$ cat config.mk
export PLATFORM = sky130hd
export DESIGN_NAME = cpu_clock_gen
export DESIGN_NICKNAME = d
export VERILOG_FILES = /design/src/rtl/cpu_clk_pkg.sv /design/src/rtl/cpu_clock_gen_phase_counter.sv /design/src/rtl/cpu_clock_gen.sv
export SDC_FILE = /design/constraint.sdc
export NUM_CORES = 1
export LEC_CHECK = 0
export ABC_AREA = 1
export CAP_MARGIN = 15
export CORE_ASPECT_RATIO = 0.5
export CORE_UTILIZATION = 40
export CTS_BUF_LIST = sky130_fd_sc_hd__clkbuf_8
export DETAILED_ROUTE_END_ITERATION = 10
export PLACE_DENSITY_LB_ADDON = 0.12
export RECOVER_POWER = 25
export SYNTH_ARGS = -nofsm -noshare
export SYNTH_HDL_FRONTEND = slang
export SYNTH_SLANG_ARGS = --single-unit
$ cat constraint.sdc
create_clock -name clk -period 1.8 [get_ports clk]
set_clock_uncertainty 0.1 [all_clocks]
set_input_delay 0.27 -clock clk [delete_from_list [all_inputs] [get_ports clk]]
set_output_delay 0.27 -clock clk [all_outputs]
set_load 0.1 [all_outputs]
$ cat src/rtl/cpu_clk_pkg.sv
// Shared definitions for the CPU clock generator: phase state encoding,
// default count width and a small transition helper.
package cpu_clk_pkg;

  localparam int CNT_W_DEFAULT = 16;

  typedef enum logic [1:0] {
    IDLE = 2'd0,
    HIGH = 2'd1,
    LOW  = 2'd2
  } clk_state_t;

  // True on any transition into a given phase from a different one.
  function automatic logic enters(input clk_state_t cur, input clk_state_t nxt,
                                  input clk_state_t target);
    return (nxt == target) && (cur != target);
  endfunction

endpackage

$ cat src/rtl/cpu_clock_gen_phase_counter.sv
// Half-period down-counter: loads a phase length (0 treated as 1) and flags
// the final cycle of that phase with done.
module phase_counter #(
  parameter int W = cpu_clk_pkg::CNT_W_DEFAULT
) (
  input  logic         clk,
  input  logic         rst,
  input  logic         load,
  input  logic [W-1:0] value,
  output logic         done
);

  localparam logic [W-1:0] ONE = W'(1);

  logic [W-1:0] count_reg;
  logic [W-1:0] count_next;

  always_comb begin
    count_next = count_reg;
    if (load) begin
      count_next = (value == '0) ? ONE : value;
    end else if (count_reg != '0) begin
      count_next = count_reg - ONE;
    end
  end

  always_ff @(posedge clk) begin
    if (!rst) begin
      count_reg <= '0;
    end else begin
      count_reg <= count_next;
    end
  end

  // Count holds the cycles remaining including the current one.
  assign done = (count_reg == ONE);

endmodule

$ cat src/rtl/cpu_clock_gen.sv
// Programmable CPU clock generator: free-running astable or manual
// single-step, with registered level, rise/fall strobes and busy flag.
module cpu_clock_gen #(
  parameter int CNT_W = cpu_clk_pkg::CNT_W_DEFAULT
) (
  input  logic             clk,
  input  logic             rst,
  input  logic             mode_i,
  input  logic             step_i,
  input  logic             halt_i,
  input  logic [CNT_W-1:0] high_cnt_i,
  input  logic [CNT_W-1:0] low_cnt_i,
  output logic             clk_o,
  output logic             rise_o,
  output logic             fall_o,
  output logic             busy_o
);

  import cpu_clk_pkg::*;

  clk_state_t       state_reg;
  clk_state_t       state_next;
  logic             rise_reg;
  logic             fall_reg;
  logic             step_q_reg;
  logic             step_armed_reg;
  logic             step_edge;
  logic             phase_load;
  logic             phase_done;
  logic [CNT_W-1:0] phase_value;

  // The armed flag blocks a step level held across reset release from
  // looking like a fresh edge; it arms once step_i has been seen low.
  assign step_edge = step_i & ~step_q_reg & step_armed_reg;

  always_comb begin
    state_next = state_reg;
    case (state_reg)
      IDLE: begin
        if (!mode_i && !halt_i) begin
          state_next = HIGH;
        end else if (mode_i && step_edge) begin
          state_next = HIGH;
        end
      end
      HIGH: begin
        if (phase_done) begin
          state_next = LOW;
        end
      end
      LOW: begin
        if (phase_done) begin
          state_next = (mode_i || halt_i) ? IDLE : HIGH;
        end
      end
      default: state_next = IDLE;
    endcase
  end

  // Each phase samples its length exactly once, on entry.
  assign phase_load  = (state_next != state_reg) && (state_next != IDLE);
  assign phase_value = (state_next == HIGH) ? high_cnt_i : low_cnt_i;

  phase_counter #(
    .W (CNT_W)
  ) u_phase_counter (
    .clk   (clk),
    .rst   (rst),
    .load  (phase_load),
    .value (phase_value),
    .done  (phase_done)
  );

  always_ff @(posedge clk) begin
    if (!rst) begin
      state_reg      <= IDLE;
      rise_reg       <= 1'b0;
      fall_reg       <= 1'b0;
      step_q_reg     <= 1'b0;
      step_armed_reg <= 1'b0;
    end else begin
      state_reg  <= state_next;
      rise_reg   <= enters(state_reg, state_next, HIGH);
      fall_reg   <= (state_reg == HIGH) && (state_next == LOW);
      step_q_reg <= step_i;
      if (!step_i) begin
        step_armed_reg <= 1'b1;
      end
    end
  end

  assign clk_o  = (state_reg == HIGH);
  assign rise_o = rise_reg;
  assign fall_o = fall_reg;
  assign busy_o = (state_reg != IDLE);

endmodule
# After elaboration in Yosys (flattened, before gate mapping)
# Index checks and enable logic that the tools add are counted.
[op_classes]
add_sub_neg = 1
eq_ne = 7
muxes = 10
bitwise_logic = 3
reduce_logical = 14
[ops]
columns = ["operator", "n"]
rows = [
  ["two-way mux 16 bit", 4],
  ["== test 16 x 1 -> 1 bit, second input constant", 1],
  ["zero test 16 bit", 1],
  ["nonzero test 16 bit", 1],
  ["subtractor 16 x 1 -> 16 bit, second input constant", 1],
  ["two-way mux 2 bit", 4],
  ["case mux 2 bit (3 select lines)", 1],
  ["nonzero test 2 bit", 3],
  ["logical AND 1 bit", 5],
  ["== test 2 x 1 -> 1 bit, second input constant", 2],
  ["== test 2 bit, second input constant", 2],
  ["bitwise AND 1 bit", 2],
  ["zero test 1 bit", 2],
  ["zero test 2 bit", 1],
  ["inequality test 2 x 1 -> 1 bit, second input constant", 1],
  ["inequality test 2 bit", 1],
  ["logical OR 1 bit", 1],
  ["two-way mux 1 bit", 1],
  ["NOT 1 bit", 1],
]
[totals]
reg_bits = 22
input_bits = 37
elab_cells = 41

# Depth between registers and ports, before layout
[depth]
ltp_word = 12
mapped_depth = 17
depth_no_buf = 17

# By module
# A second synthesis with hierarchy kept.
[hier_totals]
hier_cells = 269
hier_area_um2 = 1642.8
[by_module_without_submodules]
columns = ["module", "instances", "cells_per_inst", "area_per_inst_um2"]
rows = [
  ["phase_counter", 1, 182, 1151.1],
  ["cpu_clock_gen", 1, 87, 491.7],
]

# Worst setup path before layout
# OpenSTA, ideal clock, no wires.
[synth_timing]
path_type = "register -> register"
from = "register state_reg[0]"
to = "register u_phase_counter.count_reg[7]"
setup_ns = 0.074
arrival_time_ns = 2.760
required_ns = 1.626
path_slack_ns = -1.134
stages_incl_launch_ff = 12
path_buffers = 1
period_less_slack_ns = 2.934
path_cell_list = "dfxtp_1 inv_1 nor2_1 inv_1 nor2_1 nor2_2 nand3_2 inv_2 nor2_2 inv_1 buf_4 a31oi_1"
[synth_lines]
columns = ["element", "line_no", "source"]
rows = [
  ["start: declaration", "cpu_clock_gen.sv:21", "clk_state_t state_reg;"],
  ["start signal: assignment", "cpu_clock_gen.sv:82", "state_reg <= state_next;"],
  ["== test 2 x 1 -> 1 bit *", "n/a", ""],
  ["named net clk_o", "cpu_clock_gen.sv:13", "output logic clk_o,"],
  ["case mux 2 bit (3 select lines) *", "cpu_clock_gen.sv:38", "case (state_reg)"],
  ["== test 2 x 1 -> 1 bit", "cpu_clock_gen.sv:62", "assign phase_value = (state_next == HIGH) ? high_cnt_i : low_cnt_i;"],
  ["two-way mux 16 bit", "cpu_clock_gen.sv:62", ""],
  ["zero test 16 bit", "cpu_clock_gen_phase_counter.sv:21", "count_next = (value == '0) ? ONE : value;"],
  ["two-way mux 16 bit", "cpu_clock_gen_phase_counter.sv:21", ""],
  ["two-way mux 16 bit", "cpu_clock_gen_phase_counter.sv:20", "if (load) begin"],
  ["end signal: assignment", "cpu_clock_gen_phase_counter.sv:31", "count_reg <= count_next;"],
  ["end: declaration", "cpu_clock_gen_phase_counter.sv:15", "logic [W-1:0] count_reg;"],
]
# Mark *: on every way through the listed nets, which the timed path passes. The rest lies on a longest branch.
# A chain may end at the register's enable or synchronous reset.

# Worst setup path after layout
[layout_timing]
from = "register u_phase_counter.count_reg[2]"
to = "register u_phase_counter.count_reg[14]"
[layout_via]
elab_chain_cells = 8
[layout_rtl]
columns = ["element", "line_no", "source"]
rows = [
  ["== test 16 x 1 -> 1 bit", "cpu_clock_gen_phase_counter.sv:36", "assign done = (count_reg == ONE);"],
  ["two-way mux 2 bit, on equally long branches", "cpu_clock_gen.sv:52, cpu_clock_gen.sv:47", ""],
  ["case mux 2 bit (3 select lines)", "cpu_clock_gen.sv:38", ""],
  ["== test 2 x 1 -> 1 bit", "cpu_clock_gen.sv:62", ""],
  ["two-way mux 16 bit", "cpu_clock_gen.sv:62", ""],
  ["zero test 16 bit", "cpu_clock_gen_phase_counter.sv:21", ""],
  ["two-way mux 16 bit", "cpu_clock_gen_phase_counter.sv:21", ""],
  ["two-way mux 16 bit", "cpu_clock_gen_phase_counter.sv:20", ""],
]
# Several ways; a longest one is shown, not always the timed one. The select of a mux whose other input is x is not followed.

==> out/summary.json <==
{
  "logic_synthesis": {
    "yosysTopAreaCellShare_pct": 28.6,
    "sequential_to_total_area_share_from_yosys_stat_pct": 28.6,
    "synthTopCellsByArea": "sky130_fd_sc_hd__dfxtp_1 (29%), sky130_fd_sc_hd__nand2_1 (20%), sky130_fd_sc_hd__nor2_1 (9.0%), sky130_fd_sc_hd__inv_1 (6.6%), sky130_fd_sc_hd__a21oi_1 (5.9%)",
    "postSynthNetCount": 290,
    "synthArstFlopShare_pct": 0,
    "synth_cells": 251,
    "synth_flop_cell": "sky130_fd_sc_hd__dfxtp_1",
    "synthesis.area_mm2": 0.00154,
    "count_of_state_elements_after_synthesis": 22,
    "synth-edff-count": 0,
    "avgSynthCellArea_um2": 6.13,
    "synthDominantAreaCellType": "sky130_fd_sc_hd__dfxtp_1",
    "synthDistinctLibCells": 29,
    "synth_warnings": 0
  },
  "sta": {
    "max_slew_margin_pct": 74.2,
    "timing_hold_violations_final": 0,
    "setup_ws_ns": -0.436,
    "slew_violations": 0,
    "final_period_minus_worst_setup_slack_ns": 2.24,
    "maxClockFrequency_mhz": 447,
    "worstMarginPinSlew_ns": 0.377,
    "final_number_of_setup_violating_endpoints": 16,
    "unrepaired_setup_endpoints_after_global_routing": "true",
    "period_share_pct": 124
  },
  "finish": {
    "layout_cell_share_with_drive_strength_beyond_1_pct": 50.3,
    "num_antenna_cells": 0,
    "area_growth_syn_to_layout_pct": 111,
    "final_nets": 430,
    "layout.cells.most_common_list": "sky130_fd_sc_hd__buf_4 (88), sky130_fd_sc_hd__nand2_1 (66), sky130_fd_sc_hd__clkdlybuf4s50_1 (35), sky130_fd_sc_hd__nor2_1 (24), sky130_fd_sc_hd__inv_1 (17)",
    "final-instance-count-excl-fill": 441,
    "largest_register_ffs": 16,
    "most_common_library_cell_in_the_layout_ignoring_fill_and_taps": "sky130_fd_sc_hd__buf_4"
  },
  "clock_tree": {
    "htreeDepth": 1,
    "clock_insertion_delay_worst_skew_ns": 0.28,
    "cts.root.buffer_cell": "sky130_fd_sc_hd__clkbuf_8",
    "clock_path_buffers": 2,
    "cts_tree": "built",
    "clock_sinks": 22,
    "cts_inserted_buffers": 3,
    "cts.hold.buffers_added": 0,
    "worst_setup_hold_path_clk_slew_ns": 0.10
  },
  "floorplan": {
    "num_io_pins": 41,
    "dieWidth_um": 89.7,
    "core_region_area_mm2": 0.00355,
    "initial_core_util_pct": 43.4,
    "core.rowCount": 15,
    "die-height_um": 45.8,
    "die_area_mm2": 0.00411
  },
  "global_routing": {
    "first_global_vias": 2174,
    "grt_use_total_pct": 32.1,
    "grt_pass1_wl_um": 9770,
    "initial_antenna_violation_count": 1,
    "grt_start_max_net_pins": 14,
    "globalRoute.totalOverflow": 0
  },
  "worst_setup_path": {
    "worstPathArrival_ns": 2.34,
    "critPathRequiredTime_ns": 1.90,
    "crit_path_end_kind": "register",
    "cp_slowest_cell": "sky130_fd_sc_hd__dfxtp_1",
    "critical_path_buf_inv_count": 5,
    "crit_top_cell": "sky130_fd_sc_hd__buf_4",
    "crit_fanout": 3,
    "cp_peak_stage_delay_ns": 0.35,
    "timing.rr.end": "u_phase_counter.count_reg[14]$_SDFFE_PN0P_",
    "timing_worst_setup_path_type": "reg -> reg",
    "worstRegToRegCells": 12,
    "start_kind": "register",
    "cpLargestDelayFamily": "simple AND/OR/NAND/NOR gates",
    "critical_path.cell_chain": "nor2_2 -> buf_4 -> inv_1 -> nor2_2 -> inv_2 -> nor2_4 -> buf_4 -> buf_4 -> nand4_1 -> xnor2_1 -> nand2_1 -> a21oi_1",
    "timing.rr.start": "u_phase_counter.count_reg[2]$_SDFFE_PN0P_",
    "r2r_setup_slack_ns": -0.44
  },
  "power_and_ir_drop": {
    "static-leakage-power_nw": 1.51,
    "power_density_mw_per_mm2": 1670,
    "power.ir.vdd_worst_mv": 0.831
  },
  "detailed_routing": {
    "drt_iter0_drc": 206,
    "wire_per_inst_um": 19.0,
    "via_count": 2496,
    "drt_pre_antenna_iters": 6,
    "antenna_left": 0,
    "drt_total_wl_um": 8390,
    "detail_route.vias_per_cell": 5.66,
    "route.detailed.drc": 0
  },
  "placement": {
    "io_buffers": 40,
    "hpwlAfterDp_um": 4010,
    "gpl.final_weighted_congestion": 0.881,
    "dpl_worst_slack_ns": -0.540,
    "post-place-cells": 404
  },
  "run": {
    "max_cap_viol_count": 0
  },
  "worst_hold_path": {
    "worst_hold_path.num_cells": 2,
    "worstHoldStart": "step_armed_reg$_SDFFE_PN0N_",
    "hold_class": "reg -> reg",
    "whs_endpoint": "step_armed_reg$_SDFFE_PN0N_"
  },
  "outcome": {
    "failed_checks": "setup timing",
    "run_status": "complete, but fails checks"
  }
}
## metal layers
| layer | global-route usage (%) | share of wire (%) | vias up |
|---|---|---|---|
| met5 | 0 | 0.20 | - |
| met2 | 54.2 | 43 | 207 |
| met3 | 7.25 | 12 | 70 |
| met4 | 13.3 | 6.7 | 2 |
| li1 | - | - | 1080 |
| met1 | 40.1 | 38 | 1137 |
## tightest hold or removal path, cell delays in order, from the launching register on
cell and delay [ns]:
sky130_fd_sc_hd__dfxtp_1 0.32, sky130_fd_sc_hd__inv_1 0.05, sky130_fd_sc_hd__a21oi_1 0.05
## kinds of logic after synthesis
family,Yosys count,synth area share [%]
compound gates,31,11.1
xor+xnor,6,3.42
fa+ha+maj,2,1.63
buf+inv,35,9.52
flops,22,28.6
simple gates,155,45.6
## power breakdown
part           internal [W]  total (W)  switching [W]
registers          0.000667   0.000834       0.000167
logic               0.00196    0.00407        0.00211
clock network      0.000298   0.000495       0.000197
## metrics by stage
step                utilization (%)  setup TNS (ns)  area (um^2)  hold slack (ns)  power, W
floorplan                         -           -1.48         1570            0.263   0.00201
global placement               72.0           -7.33         2550            0.335   0.00309
detailed placement             72.0           -8.07         2550            0.343   0.00316
CTS                            83.8           -1.90         2970            0.356   0.00438
global route                   91.3           -5.99         3240            0.388   0.00558
finish                         91.3           -5.39         3240            0.356   0.00540
## worst max path at each step
stage / startpoint / endpoint / cells after the start
after detailed placement: mode_i / u_phase_counter.count_reg[5]$_SDFFE_PN0P_ / 11
after global placement: mode_i / u_phase_counter.count_reg[5]$_SDFFE_PN0P_ / 11
after floorplan: state_reg[0]$_SDFF_PN0_ / u_phase_counter.count_reg[0]$_SDFFE_PN0P_ / 13
after global routing: u_phase_counter.count_reg[2]$_SDFFE_PN0P_ / u_phase_counter.count_reg[0]$_SDFFE_PN0P_ / 16
after CTS: u_phase_counter.count_reg[5]$_SDFFE_PN0P_ / u_phase_counter.count_reg[14]$_SDFFE_PN0P_ / 12
final: u_phase_counter.count_reg[2]$_SDFFE_PN0P_ / u_phase_counter.count_reg[14]$_SDFFE_PN0P_ / 12
## synthesized netlist by cell type (2+ instances only)
cell type	count
sky130_fd_sc_hd__a21oi_1	18
sky130_fd_sc_hd__a31oi_1	3
sky130_fd_sc_hd__buf_2	3
sky130_fd_sc_hd__clkbuf_1	2
sky130_fd_sc_hd__dfxtp_1	22
sky130_fd_sc_hd__ha_1	2
sky130_fd_sc_hd__inv_1	27
sky130_fd_sc_hd__nand2_1	81
sky130_fd_sc_hd__nand2_2	3
sky130_fd_sc_hd__nand3_1	8
sky130_fd_sc_hd__nand3_2	2
sky130_fd_sc_hd__nand4_1	13
sky130_fd_sc_hd__nor2_1	37
sky130_fd_sc_hd__nor2_2	4
sky130_fd_sc_hd__nor2_4	3
sky130_fd_sc_hd__o21ai_0	6
sky130_fd_sc_hd__xnor2_1	5
## final cells by class
class,instances,area (um^2)
timing repair buffer,141,1270
tap,51,63.8
fill,137,309
clock inverter,1,30.0
timing repair inverter,1,7.51
multi-input combinational,194,1250
clock buffer,3,41.3
sequential,22,454
inverter,28,118
## what timing repair did
action                                  CTS  global route
pin swaps                                24            20
buffers inserted                         25             8
endpoints found under the setup margin   16            16
gates resized for setup                  50            50
gates cloned                              1             1
No activity file was read; power rests on OpenSTA's default activity.
